$ cat config.mk
export PLATFORM = sky130hd
export DESIGN_NAME = mult_share_arbiter
export DESIGN_NICKNAME = d
export VERILOG_FILES = /design/src/rtl/mult_share_arbiter.sv
export SDC_FILE = /design/constraint.sdc
export NUM_CORES = 1
export LEC_CHECK = 0
export BUFFER_PORTS_ARGS = -buffer_cell sky130_fd_sc_hd__buf_2
export CORE_AREA = 2 2 353 355
export DETAILED_ROUTE_END_ITERATION = 10
export DIE_AREA = 0 0 355 357
export SYNTH_ARGS = -nofsm -noshare
export SYNTH_HDL_FRONTEND = slang
export SYNTH_SLANG_ARGS = --single-unit
$ cat constraint.sdc
create_clock -name clk -period 2.05 [get_ports clk]
set_input_delay 0.3075 -clock clk [delete_from_list [all_inputs] [get_ports clk]]
set_output_delay 0.3075 -clock clk [all_outputs]
set_load 0.02 [all_outputs]
$ cat src/rtl/mult_share_arbiter.sv
// Round-robin arbiter that time-shares a single multiplier among N requesters.
// One operation is in flight at a time. The granted requester's operands are
// frozen into mul_a/mul_b. The multiplier is started with a one-cycle pulse,
// and its ready level is tracked through acknowledge (low) and completion
// (high). The product returns with a one-hot, one-cycle resp_valid pulse.
// A watchdog counter aborts with resp_err if the multiplier stalls.
module mult_share_arbiter #(
    parameter int N       = 4,
    parameter int W       = 64,
    parameter int RW      = 2*W+1,
    parameter int TIMEOUT = 1024,
    localparam int GW     = (N > 1) ? $clog2(N) : 1,
    localparam int CW     = $clog2(TIMEOUT) + 1
) (
    input  logic            clk,
    input  logic            reset,
    input  logic [N-1:0]    req,
    input  logic [N*W-1:0]  a_bus,
    input  logic [N*W-1:0]  b_bus,
    output logic [N-1:0]    resp_valid,
    output logic            resp_err,
    output logic [RW-1:0]   resp_result,
    output logic            busy,
    output logic [GW-1:0]   grant_id,
    output logic [W-1:0]    mul_a,
    output logic [W-1:0]    mul_b,
    output logic            mul_start,
    input  logic            mul_ready,
    input  logic [RW-1:0]   mul_result
);

    typedef enum logic [2:0] {
        S_IDLE      = 3'd0,
        S_ISSUE     = 3'd1,
        S_WAIT_BUSY = 3'd2,
        S_WAIT_DONE = 3'd3,
        S_RESP      = 3'd4
    } state_t;

    state_t          r_state;
    state_t          w_state_nxt;

    logic [GW-1:0]   r_ptr;
    logic [GW-1:0]   r_grant;
    logic [CW-1:0]   r_cnt;
    logic [W-1:0]    r_mul_a;
    logic [W-1:0]    r_mul_b;
    logic            r_mul_start;
    logic [N-1:0]    r_resp_valid;
    logic            r_resp_err;
    logic [RW-1:0]   r_resp_result;

    logic [GW-1:0]   w_pick;
    logic            w_grant_load;
    logic            w_done_ok;
    logic            w_done_err;
    logic            w_in_wait;
    logic            w_cnt_expired;
    logic [GW-1:0]   w_ptr_nxt;

    // First requester at or after the pointer, wrapping modulo N. Scanning
    // from the far end down lets the nearest set bit overwrite the rest.
    function automatic logic [GW-1:0] rr_pick(input logic [N-1:0] r,
                                              input logic [GW-1:0] p);
        logic [GW-1:0] sel;
        int            idx;
        sel = p;
        for (int k = N-1; k >= 0; k--) begin
            idx = (int'(p) + k) % N;
            if (r[idx]) begin
                sel = GW'(idx);
            end
        end
        return sel;
    endfunction

    // One-hot response strobe for the served requester.
    function automatic logic [N-1:0] onehot(input logic [GW-1:0] g);
        logic [N-1:0] v;
        v    = '0;
        v[g] = 1'b1;
        return v;
    endfunction

    assign w_pick        = rr_pick(req, r_ptr);
    assign w_in_wait     = (r_state == S_WAIT_BUSY) || (r_state == S_WAIT_DONE);
    assign w_cnt_expired = (r_cnt == CW'(TIMEOUT-1));
    assign w_ptr_nxt     = (r_grant == GW'(N-1)) ? '0 : r_grant + GW'(1);

    // State register.
    always_ff @(posedge clk) begin
        if (reset) begin
            r_state <= S_IDLE;
        end else begin
            r_state <= w_state_nxt;
        end
    end

    // Next-state decode and the one-cycle event strobes that steer the datapath.
    // In WAIT_BUSY the watchdog wins. In WAIT_DONE a result that is already
    // present is returned even on the last allowed cycle.
    always_comb begin
        w_state_nxt  = r_state;
        w_grant_load = 1'b0;
        w_done_ok    = 1'b0;
        w_done_err   = 1'b0;
        case (r_state)
            S_IDLE: begin
                if (|req) begin
                    w_grant_load = 1'b1;
                    w_state_nxt  = S_ISSUE;
                end
            end
            S_ISSUE: begin
                w_state_nxt = S_WAIT_BUSY;
            end
            S_WAIT_BUSY: begin
                if (w_cnt_expired) begin
                    w_done_err  = 1'b1;
                    w_state_nxt = S_RESP;
                end else if (!mul_ready) begin
                    w_state_nxt = S_WAIT_DONE;
                end
            end
            S_WAIT_DONE: begin
                if (mul_ready) begin
                    w_done_ok   = 1'b1;
                    w_state_nxt = S_RESP;
                end else if (w_cnt_expired) begin
                    w_done_err  = 1'b1;
                    w_state_nxt = S_RESP;
                end
            end
            S_RESP: begin
                w_state_nxt = S_IDLE;
            end
            default: begin
                w_state_nxt = S_IDLE;
            end
        endcase
    end

    // Watchdog counter: cleared at grant, advances only while waiting on the multiplier.
    always_ff @(posedge clk) begin
        if (reset) begin
            r_cnt <= '0;
        end else if (w_grant_load) begin
            r_cnt <= '0;
        end else if (w_in_wait) begin
            r_cnt <= r_cnt + CW'(1);
        end
    end

    // Grant capture: operands and winner index are frozen until the next grant,
    // so later bus activity cannot disturb an operation in flight.
    always_ff @(posedge clk) begin
        if (reset) begin
            r_mul_a <= '0;
            r_mul_b <= '0;
            r_grant <= '0;
        end else if (w_grant_load) begin
            r_mul_a <= a_bus[int'(w_pick)*W +: W];
            r_mul_b <= b_bus[int'(w_pick)*W +: W];
            r_grant <= w_pick;
        end
    end

    // Start pulse: high exactly during the ISSUE cycle.
    always_ff @(posedge clk) begin
        if (reset) begin
            r_mul_start <= 1'b0;
        end else begin
            r_mul_start <= w_grant_load;
        end
    end

    // Response capture. The product is sampled only when completing from WAIT_DONE.
    // An abort returns zero with the error flag set. The strobe lasts one cycle.
    always_ff @(posedge clk) begin
        if (reset) begin
            r_resp_valid  <= '0;
            r_resp_err    <= 1'b0;
            r_resp_result <= '0;
        end else begin
            r_resp_valid <= '0;
            r_resp_err   <= 1'b0;
            if (w_done_ok) begin
                r_resp_valid  <= onehot(r_grant);
                r_resp_result <= mul_result;
            end else if (w_done_err) begin
                r_resp_valid  <= onehot(r_grant);
                r_resp_err    <= 1'b1;
                r_resp_result <= '0;
            end
        end
    end

    // Round-robin pointer: the just-served requester drops to lowest priority.
    always_ff @(posedge clk) begin
        if (reset) begin
            r_ptr <= '0;
        end else if (r_state == S_RESP) begin
            r_ptr <= w_ptr_nxt;
        end
    end

    assign resp_valid  = r_resp_valid;
    assign resp_err    = r_resp_err;
    assign resp_result = r_resp_result;
    assign busy        = (r_state != S_IDLE);
    assign grant_id    = r_grant;
    assign mul_a       = r_mul_a;
    assign mul_b       = r_mul_b;
    assign mul_start   = r_mul_start;

endmodule

# Yosys cells after proc, flatten, opt, wreduce, memory -nomap -nowiden
# Cells that the tools add are included.
[word_totals]
output_inout_bits = 266
wordCells = 83
register_bits = 281
inputBits = 648
[op_classes]
mux = 36
bitwise = 3
n_shift = 2
n_reduce_logical = 12
addsub = 5
order_cmp = 6
n_eq_ne = 9
[ops]
columns = ["op", "count"]
rows = [
  ["$shiftx A256 B9 Y64", 2],
  ["$mux W129", 2],
  ["$mux W1", 15],
  ["$mux W3", 5],
  ["$lt A3 B4 Y1 const B", 3],
  ["$pmux W3 S4", 1],
  ["$add A11 B1 Y11 const B", 1],
  ["$eq A11 B10 Y1 const B", 1],
  ["$mux W2", 5],
  ["$reduce_or A2 Y1", 5],
  ["$bmux W1 S2", 4],
  ["$mux W4", 2],
  ["$eq A3 B2 Y1 const B", 2],
  ["$lt A2 B3 Y1 const B", 2],
  ["$ne A3 B3 Y1 const B", 2],
  ["$add A2 B1 Y2 const B", 2],
  ["$add A2 B2 Y2 const B", 2],
  ["$reduce_or A4 Y1", 1],
  ["$and A1 B1 Y1 const A", 3],
  ["$eq A3 B1 Y1 const B", 1],
  ["$eq A3 B3 Y1 const B", 1],
  ["$logic_not A3 Y1", 1],
  ["$reduce_and A3 Y1", 1],
  ["$reduce_bool A3 Y1", 1],
  ["8 further kinds", 8],
]

# Depth between registers and ports, before layout
# Gate-level depths: netlist of the first run.
[depth]
word_depth = 11
mapped_depth = 10
ltp_nobuf = 5

# Worst setup path after synthesis of the first run
# No wires, ideal clock.
[synth_timing]
kind = "input to register"
start = "input port req[2]"
end = "register r_mul_a[10], in the netlist mul_a[10]"
arrival_time_ns = 1.757
setup_time_ns = 0.117
setup_slack_ns = 0.176
path_stages = 7
cell_sequence = "or3b_1 > nand2_1 > nand3_1 > buf_4 > buf_4 > a221o_1 > a32o_1"
[synth_via]
elab_chain_len = 8
[synth_rtl]
columns = ["item", "line", "rtl"]
rows = [
  ["start: declaration", "17", "input logic [N-1:0] req,"],
  ["$bmux W1 S2", "70", "if (r[idx]) begin"],
  ["$mux W1 (implied by the code) (2 in a row)", "70", ""],
  ["$mux W2 (4 in a row)", "70", ""],
  ["$shiftx A256 B9 Y64", "162", "r_mul_a <= a_bus[int'(w_pick)*W +: W];"],
  ["end signal: assignment", "162", ""],
  ["end: declaration", "46", "logic [W-1:0] r_mul_a;"],
]
# Several ways; a longest one is shown, not always the timed one. The select of a mux whose other input is x is not followed.
# A chain may end at the register's enable or synchronous reset.

# Final worst setup path of the first run
[layout_timing]
start = "register r_ptr[0]"
end = "register r_mul_a[1], in the netlist mul_a[1]"
[layout_via]
elab_chain_len = 9
[layout_rtl]
columns = ["item", "line", "rtl"]
rows = [
  ["start: declaration", "43", "logic [GW-1:0] r_ptr;"],
  ["start signal: assignment", "203", "r_ptr <= w_ptr_nxt;"],
  ["$add A2 B2 Y2", "69", "idx = (int'(p) + k) % N;"],
  ["$bmux W1 S2", "70", ""],
  ["$mux W1 (implied by the code) (2 in a row)", "70", ""],
  ["$mux W2 (3 in a row)", "70", ""],
  ["$mux W2 *", "70", ""],
  ["$shiftx A256 B9 Y64 *", "162", ""],
]
# Every way passes the cells marked *; elsewhere a longest branch is shown, timed or not. The select of a mux whose other input is x is not followed.

==> results of run 1 <==
==> stage by stage <==
step                instances  power (W)
finish                   4377    0.01859
global route             4371    0.01931
CTS                      4359    0.01867
detailed placement       4139    0.01095
global placement         4139    0.01091
floorplan                1635   0.008452
==> final cells by class <==
type                       instances  area, sq um
multi-input combinational       1121         8792
fill                           13530        96810
clock buffer                      53         1109
sequential                       281         5627
timing repair buffer            1251         8338
clock inverter                    15        215.2
antenna                           15        37.54
inverter                           4        15.01
tap                             1637         2048
==> power groups by stage <==
stage	Combinational, W	Clock (W)	Sequential [W]
6_report	0.00518	0.00718	0.00622
2_1_floorplan	0.00161	0	0.00684
5_1_grt	0.00548	0.00757	0.00626
3_5_place_dp	0.00462	0	0.00632
3_3_place_gp	0.00460	0	0.00631
4_1_cts	0.00507	0.00740	0.00621
==> state kept, by name (all words and copies together) (netlist names) <==
name / cells
resp_valid: 4
r_cnt: 11
mul_a: 64
resp_result: 129
mul_b: 64
resp_err: 1
r_ptr: 2
grant_id: 2
r_state: 3
mul_start: 1
==> critical path: stages (launching register included) <==
cell and delay [ns]:
dfxtp_2 0.35, buf_6 0.10, and2b_2 0.24, buf_6 0.12
o21a_4 0.26, buf_12 0.18, buf_4 0.17, nor4_4 0.23
o21ai_2 0.16, a32o_1 0.27
==> cells by family after synthesis <==
| family | share of synthesized area |
|---|---|
| AOI/OAI and AO/OA | 0.3543 |
| xor gates and xnor gates | 0.006115 |
| adders and majority gates | 0.004368 |
| buffers and inverters | 0.07234 |
| DFF | 0.3928 |
| muxes | 0.001398 |
| and+or+nand+nor | 0.1687 |
==> synthesized netlist by cell type (4+ instances only) <==
cell,n
dfxtp_1,281
nor2_1,149
clkbuf_1,136
and2_1,132
a22oi_1,129
a31oi_1,129
a32o_1,129
a221o_1,128
nor4_1,128
o21ai_0,109
buf_2,75
o21ai_1,21
buf_4,14
nand2_1,10
xor2_1,6
ha_1,5
nand3_1,5
nor2b_1,5
and3_1,4
xnor2_1,4
==> cell usage in the layout, fill, tap and decap left out, drive strengths merged, types with 2 or more instances in the layout <==
cell type | synthesis | routed
a31oi | 129 | 129
and2 | 133 | 133
bufinv | 0 | 4
nor4 | 128 | 128
inv | 4 | 5
dfxtp | 281 | 281
nor2 | 150 | 150
diode | 0 | 15
xor2 | 6 | 6
nand2 | 10 | 10
clkinv | 0 | 9
o21a | 2 | 2
ha | 5 | 5
a221o | 128 | 128
a21oi | 3 | 3
clkbuf | 136 | 55
nor3 | 3 | 3
dlygate4sd3 | 0 | 130
nand3 | 5 | 5
buf | 93 | 1119
and3 | 4 | 4
xnor2 | 4 | 4
nor2b | 5 | 5
o21ai | 131 | 131
a32o | 129 | 129
mux2i | 2 | 2
nand4 | 3 | 3
a22oi | 129 | 129
==> worst max-delay path by stage <==
stage          cells after the start     start   endpoint  slack [ns]
2_1_floorplan                      7    req[2]  mul_a[10]        0.18
3_3_place_gp                      10    req[3]   mul_a[1]       -0.77
6_report                           9  r_ptr[0]   mul_a[1]       -0.18
5_1_grt                            8  r_ptr[0]   mul_b[4]       -0.28
3_5_place_dp                      10    req[3]   mul_a[1]       -0.70
4_1_cts                            7  r_ptr[0]  mul_a[53]       -0.19
==> repair_timing <==
action                                  4_1_cts  5_1_grt
endpoints found under the hold margin       135        0
pin swaps                                    19       19
gates cloned                                  5        2
endpoints found under the setup margin      129      128
setup buffers                                17        1
hold buffers                                130        0
resized for setup                           212       86
==> routing by layer <==
metal | vias to the layer above | GRT usage
met1 | 9414 | 0.1802
met2 | 1213 | 0.2657
li1 | 8635 | -
met4 | 80 | 0.06068
met3 | 317 | 0.06469
met5 | - | 0
==> metrics, run 1 <==
R2R cell count=9; Synth Instances=1635; pwr dens=709.9 nW/um^2; clock latency on the worst-skew pair=0.59 ns; register area share after synthesis=0.3928; Initial Util=0.1164; worst setup margin=-0.1848 ns; TritonRoute pass-1 iters=6; post-layout util=0.2129; final instance area=26180 sq um; main flop type after synthesis=dfxtp_1; R2R Setup Slk=-0.18 ns; CTS max path bufs=3; largest net degree at the start of global routing=130; Final GP Congestion=0.9275; Sum Neg Setup Slack=-14.91 ns; # port buffers=913; Pins Over Slew Limit=0; outcome=finished, violations left; met2 wire length=50930 microns; RR Endpoint=mul_a[1]; vias per cell=4.491; global-route wire length before repair=143500 microns; mapped cell area=14320 sq um; DR DRC count=0; Post-DP HPWL=83240 microns; Final Skew=0.02651 ns; Worst Hold Class=input port to flip-flop; Hold Slack=0.07478 ns; via count=19660; Netlist cell types=44; critical path required time=2.51 ns; CTS clk-pin slew, worst paths=0.06 ns; Synth top area share=0.3928; vias in the first global route=18850; Clk pwr share=0.387; top cells by area, synth=dfxtp_1 (39%), a32o_1 (9.0%), a221o_1 (8.9%); Post-Route WL=109200 microns; WS Path Type=flip-flop to flip-flop; total die area=126700 sq um; reg-to-reg startpoint=r_ptr[0]; max-cap violations=0; CTS Root Cell=clkbuf_16; Antenna Nets Post-Route=0; register bit total from synthesis=281; fin nets=3350; hold path startpoint=mul_ready; combinational share of power=0.279; Iter 0 DRT Violations=1976; placed cell areas=21870 sq um; Hold Path End=r_state[1]; Total GRT Usage=0.1588; layout cells sized above 1=0.4829; violated checks=negative setup slack; WHS Path Cells=4; internal power=0.01239 W; pre-CTS setup slack=-0.7009 ns; Num CTS Buffers=38; Fmax=0.4475 GHz; Max rail drop VDD=0.0004609 V; Slew headroom=0.4307; critical path startpoint category=flip-flop; DR top layer=met5; yosys warns=0; die extent in x=355 microns; WL per Instance=24.94 microns; row cnt=129; wire length on met3=11530 microns; power share of the sequential group=0.335; Final setup viols=128; I/O pins=914; Worst Path Arrival=2.69 ns; syn_area_per_cell=8.759 sq um; htree depth=2; Async SR Flop Fraction=0; Pleak=10.89 nW; Yosys top cell by area=dfxtp_1; Core ar.=123000 sq um; CTS tree=built; final hold violations=0; CP Max Fanout=10; Sw Share=0.3332; switching pwr=0.006194 W; critical path capture point type=flip-flop; area grow syn2layout=82.82%; unrepaired setup endpoints after global routing=yes; post-route minimum period=2.235 ns; Die Y=357 microns; number of flops mapped to enable cells by yosys=0; grt ovf=0; Metal-1 WL=41400 microns; initial antenna violation count=68; TritonCTS Sinks=281; worst-margin pin slew=0.8539 ns; final period utilization=1.090; Syn Nets=2288
(Power assumes the default switching activity.)
==> inputs of run 2 (changes only) <==
--- a/config.mk
+++ b/config.mk
@@ -6,9 +6,12 @@
 export NUM_CORES = 1
 export LEC_CHECK = 0
 export BUFFER_PORTS_ARGS = -buffer_cell sky130_fd_sc_hd__buf_2
-export CORE_AREA = 2 2 353 355
+export CORE_AREA = 2 2 360 362
+export CTS_BUF_LIST = sky130_fd_sc_hd__clkbuf_8
 export DETAILED_ROUTE_END_ITERATION = 10
-export DIE_AREA = 0 0 355 357
+export DIE_AREA = 0 0 362 364
+export PLACE_DENSITY_LB_ADDON = 0.3
+export RECOVER_POWER = 100
 export SYNTH_ARGS = -nofsm -noshare
 export SYNTH_HDL_FRONTEND = slang
 export SYNTH_SLANG_ARGS = --single-unit
==> run 2 against run 1 <==
Net effect:
- the run still ends with negative setup slack left
- non-clock buffer count grew 417
- die area grew 4.0%
- via count grew 6.9%
- cell count grew 12%
- power grew 4.6%
- maximum frequency shrank 3.2%
- routed wire length grew 3.8%
- cell area grew 13%
- global-route usage is essentially flat
- flip-flop and latch count is the same
- first-iteration DRC count shrank 27%
- sequential share of layout area shrank 2.4 points
- critical path type unchanged
- critical endpoint is now mul_a[12]
- highest routed layer unchanged
==> metrics, run 2 (same netlist as run 1, synthesis figures left out) <==
outcome=finished, violations left; violated checks=negative setup slack; via count=21010; post-layout util=0.2301; WS Path Type=flip-flop to flip-flop; CTS Root Cell=clkbuf_8; Worst Setup SP=r_ptr[0]; clock latency on the worst-skew pair=0.75 ns; commonest non-fill, non-tap cell in the layout=buf_2; TritonRoute pass-1 iters=5; Core ar.=128300 sq um; fin nets=3790; CP Max Fanout=16; CP cell instances=or3b_4, buf_6, nand2_4, nand3_4, buf_12, buf_16, a221o_1, a32o_1; critical path depth in cells=8; I/O pins=914; R2R Setup Slk=-0.26 ns; final hold violations=0; critical path required time=2.69 ns; Post-DP HPWL=85080 microns; placed cell areas=22290 sq um; Pins Over Slew Limit=0; Total GRT Usage=0.1584; global route hottest layer=met2; crit-path leading delay family=compound AO/OA/AOI/OAI gates; Die Y=364 microns; critical path startpoint category=flip-flop; Initial Util=0.1116; multi-input logic area=8259 sq um; Antenna Nets Post-Route=0; Worst Path Arrival=2.95 ns; Final Skew=0.05229 ns; layout cells sized above 1=0.3325; crit path buf inv count=3; global-route wire length before repair=150800 microns; post-route minimum period=2.309 ns; most frequent cells in the layout=buf_2 (648), dlygate4sd3_1 (515), dfxtp_1 (280); row cnt=132; CTS clk-pin slew, worst paths=0.06 ns; number of flip-flops in the largest register=129; vias per cell=4.301; final instance area=29530 sq um; WL per Instance=23.20 microns; Hold Path End=mul_a[33]; sequential cell area=5627 sq um; Post-Route WL=113300 microns; WHS Path Cells=4; final period utilization=1.126; Num CTS Buffers=61; R2R cell count=8; Final setup viols=211; vias in the first global route=20360; max-cap violations=0; DR DRC count=0; CTS tree=built; met2 Resource Use GR=0.2820; grt ovf=0; Iter 0 DRT Violations=1445; # fillers=14080; critical path capture point type=flip-flop; reg-to-reg startpoint=r_ptr[0]; met1 Use GR=0.1757; initial antenna violation count=55; max incr delay on CP=0.46 ns; Total Power=0.01944 W; # port buffers=913; RR Endpoint=mul_a[12]; die extent in x=362 microns; Worst Hold Class=input port to flip-flop; htree depth=2; CTS max path bufs=3; pwr dens=658.3 nW/um^2; worst-margin pin slew=0.6331 ns; TritonCTS Sinks=281; Pleak=11.61 nW; worst setup margin=-0.2592 ns; unrepaired setup endpoints after global routing=yes; Final GP Congestion=0.8745; Fmax=0.4331 GHz; area grow syn2layout=106.2%; CP max stage cell=a221o_1; Max rail drop VDD=0.0004015 V; total die area=131800 sq um; hold path startpoint=a_bus[33]; largest net degree at the start of global routing=130; Slew headroom=0.5779; met3 Resource Use GR=0.04888
## run 2: cell count changes in the layout (fill, tap and decap cells not counted), sizes merged
cell / change
buf: -239
clkbuf: +291
inv: +14
clkinvlp: -1
diode: +10
bufinv: +4
dlygate4sd3: +385
clkinv: +6
## run 2: layer usage
| layer | share of wire | vias to the layer above | wire [microns] |
|---|---|---|---|
| li1 | - | 9541 | - |
| met1 | 0.37 | 9979 | 42090 |
| met2 | 0.49 | 1162 | 55490 |
| met3 | 0.092 | 290 | 10420 |
| met4 | 0.045 | 36 | 5103 |
| met5 | 0.0019 | - | 219 |
## run 2: cell type report
cell class | count | share of cell area
clock buffer | 73 | 0.03403
tap | 1675 | 0.07097
clock inverter | 38 | 0.01377
timing repair buffer | 1668 | 0.4083
inverter | 4 | 0.0005085
sequential | 281 | 0.1906
multi-input combinational | 1121 | 0.2797
antenna | 25 | 0.002119
## run 2: per-stage QoR
stage	setup WS, ns	setup TNS, ns	std cells	hold slack [ns]
2_1_floorplan	0.1758	0	1635	0.4701
3_3_place_gp	-0.5997	-29.09	4214	0.4443
3_5_place_dp	-0.6047	-30.67	4214	0.4491
4_1_cts	-0.2665	-22.17	4852	0.0001438
5_1_grt	-0.3087	-52.64	4880	0.009847
6_report	-0.2592	-24.28	4885	0.07001
## run 2: what timing repair did
action / 4_1_cts / 5_1_grt
buffers inserted: 7 / 5
hold endpoints to repair: 268 / 0
gates resized for setup: 98 / 42
pin swaps: 31 / 42
setup endpoints to repair: 128 / 134
hold buffers: 515 / 0
gates cloned: 7 / 3
## run 2: worst max path at each step
stage	endpoint	slack [ns]
finish	mul_a[12]	-0.26
global route	mul_a[21]	-0.31
CTS	mul_b[3]	-0.27
detailed placement	mul_b[10]	-0.60
global placement	mul_b[10]	-0.60
floorplan	mul_a[10]	0.18
## run 2: worst register-to-register path, cell delays in order (launching register included)
cell and delay (ns):
dfxtp_2 0.36, or3b_4 0.39, buf_6 0.13, nand2_4 0.07, nand3_4 0.10, buf_12 0.19, buf_16 0.19, a221o_1 0.47
a32o_1 0.30
## run 2: report_power, final
part	leakage (nW)	switching (W)	internal (W)	total, W
Sequential	2.30	0.000288	0.00594	0.00623
Combinational	8.53	0.00316	0.00260	0.00576
Clock	0.783	0.00319	0.00426	0.00745
==> inputs of run 3 (changes only) <==
--- a/config.mk
+++ b/config.mk
@@ -5,11 +5,14 @@
 export SDC_FILE = /design/constraint.sdc
 export NUM_CORES = 1
 export LEC_CHECK = 0
+export ABC_CLOCK_PERIOD_IN_PS = 2050
 export BUFFER_PORTS_ARGS = -buffer_cell sky130_fd_sc_hd__buf_2
-export CORE_AREA = 2 2 360 362
+export CELL_PAD_IN_SITES_DETAIL_PLACEMENT = 1
+export CELL_PAD_IN_SITES_GLOBAL_PLACEMENT = 1
+export CORE_AREA = 2 2 359 361
 export CTS_BUF_LIST = sky130_fd_sc_hd__clkbuf_8
 export DETAILED_ROUTE_END_ITERATION = 10
-export DIE_AREA = 0 0 362 364
+export DIE_AREA = 0 0 361 363
 export PLACE_DENSITY_LB_ADDON = 0.3
 export RECOVER_POWER = 100
 export SYNTH_ARGS = -nofsm -noshare
==> run 3 against run 2 <==
Net effect:
- the run still ends with negative setup slack left
- cell area rose by 0.35%
- highest routed layer unchanged
- first-iteration DRC count fell by 27%
- utilization rose by 0.32 points
- critical path type unchanged
- cell count fell by 1.1%
- non-clock buffer count fell by 25
- clock skew fell by 0.015 ns
- die area fell by 0.55%
- routed wire length rose by 3.7%
- sequential power barely moved
- flip-flop and latch count did not move
- register-to-register slack got worse by 0.09 ns
==> metrics, run 3 (same netlist as run 1, synthesis figures left out) <==
via count=20710; Sw Share=0.3473; Initial Util=0.1127; CP Max Fanout=62; Final GP Congestion=0.8127; die extent in x=361 microns; CTS tree=built; CTS clk-pin slew, worst paths=0.06 ns; htree depth=2; power share of the sequential group=0.328; area grow syn2layout=106.9%; number of flip-flops in the largest register=129; Core ar.=127000 sq um; Final setup viols=195; Total Power=0.01901 W; row cnt=131; violated checks=negative setup slack; post-route minimum period=2.398 ns; Final Skew=0.03710 ns; Die Y=363 microns; most frequent cells in the layout=buf_2 (650), dlygate4sd3_1 (491), dfxtp_1 (280); global-route wire length before repair=160700 microns; Worst Hold Class=input port to flip-flop; clock latency on the worst-skew pair=0.72 ns; Slew headroom=0.2938; fin nets=3766; Hold Slack=0.05383 ns; DR DRC count=0; Total GRT Usage=0.1670; Antenna Nets Post-Route=0; I/O pins=914; pre-CTS setup slack=-0.9329 ns; Iter 0 DRT Violations=1050; WS Path Type=flip-flop to flip-flop; Fmax=0.4170 GHz; pwr dens=641.5 nW/um^2; final hold violations=0; Pleak=11.60 nW; CTS max path bufs=3; final period utilization=1.170; TritonCTS Sinks=281; commonest non-fill, non-tap cell in the layout=buf_2; switching pwr=0.006601 W; # port buffers=913; initial antenna violation count=31; Pins Over Slew Limit=0; Clk pwr share=0.360; vias in the first global route=21990; worst-margin pin slew=1.055 ns; combinational share of power=0.312; Max rail drop VDD=0.0003989 V; Num CTS Buffers=60; WL per Instance=24.34 microns; Post-Route WL=117600 microns; TritonRoute pass-1 iters=5; critical path capture point type=flip-flop; worst setup margin=-0.3480 ns; unrepaired setup endpoints after global routing=yes; critical path required time=2.64 ns; CTS Root Cell=clkbuf_8; Post-DP HPWL=83860 microns; grt ovf=0; Worst Path Arrival=2.99 ns; outcome=finished, violations left; total die area=131000 sq um; largest net degree at the start of global routing=128; internal power=0.01241 W; max-cap violations=0; critical path startpoint category=flip-flop; vias per cell=4.286; layout cells sized above 1=0.3452
run 3: changes by cell type in the layout (fill, tap and decap cells not counted), sizes merged:
cell         previous run  this run
bufinv                  8         4
inv                    19        18
dlygate4sd3           515       491
bufbuf                  0         1
clkbuf                346       344
clkinv                 15        13
buf                   880       883
diode                  25        11
and2                  133       135
run 3: power by group through the flow:
stage / clock, W / sequential [W] / combinational [W]
after detailed placement: 0 / 0.00634 / 0.00484
after global routing: 0.00742 / 0.00629 / 0.00629
after CTS: 0.00719 / 0.00622 / 0.00588
final: 0.00684 / 0.00624 / 0.00593
after global placement: 0 / 0.00633 / 0.00484
after floorplan: 0 / 0.00684 / 0.00161
run 3: final cells by class:
class / instances / area [sq um]
diodes: 11 / 27.53
clock buffers: 76 / 1046
clock inverters: 31 / 256.5
fillers: 15140 / 97400
inverters: 4 / 15.01
multi-input cells: 1123 / 8533
flip-flops and latches: 281 / 5627
well taps: 1662 / 2079
repair buffers: 1643 / 12050
run 3: worst paths after layout:
check	cells past startpoint	to	slack, ns	start
max	7	mul_a[8]	-0.35	r_ptr[0]
min	4	mul_b[26]	0.05	b_bus[90]
max reg2reg	7	mul_a[8]	-0.35	r_ptr[0]
min reg2reg	1	mul_a[56]	0.47	mul_a[56]
run 3: per-layer routing:
layer  up-vias  track usage  part of all wire
li1       9474            -                 -
met1     10140       0.1968              0.41
met4        32      0.04767             0.032
met2       859       0.2949              0.49
met3       200      0.04546             0.071
met5         -            0            0.0017
run 3: through the flow:
step,std cells,setup TNS (ns),utilization,instance area (sq um)
final,4831,-19.70,0.2333,29630
after global routing,4825,-43.93,0.2332,29620
after CTS,4800,-12.03,0.2291,29100
after detailed placement,4175,-59.40,0.1741,22110
after global placement,4175,-58.30,0.1741,22110
after floorplan,1635,0,-,14320
run 3: worst max-delay path: stages (launching register included):
cell and delay, ns:
dfxtp_2 0.35, or3b_4 0.40, buf_6 0.14, nand2_8 0.08
nand3_4 0.14, buf_12 0.21, a221o_1 0.52, a32o_1 0.29
run 3: what timing repair did:
item                                    4_1_cts  5_1_grt
pin swaps                                    38       48
buffers inserted                             23       13
endpoints found under the setup margin      130      128
cloned                                        7        7
endpoints found under the hold margin       264        0
hold buffers                                491        0
gates resized for setup                     108      112
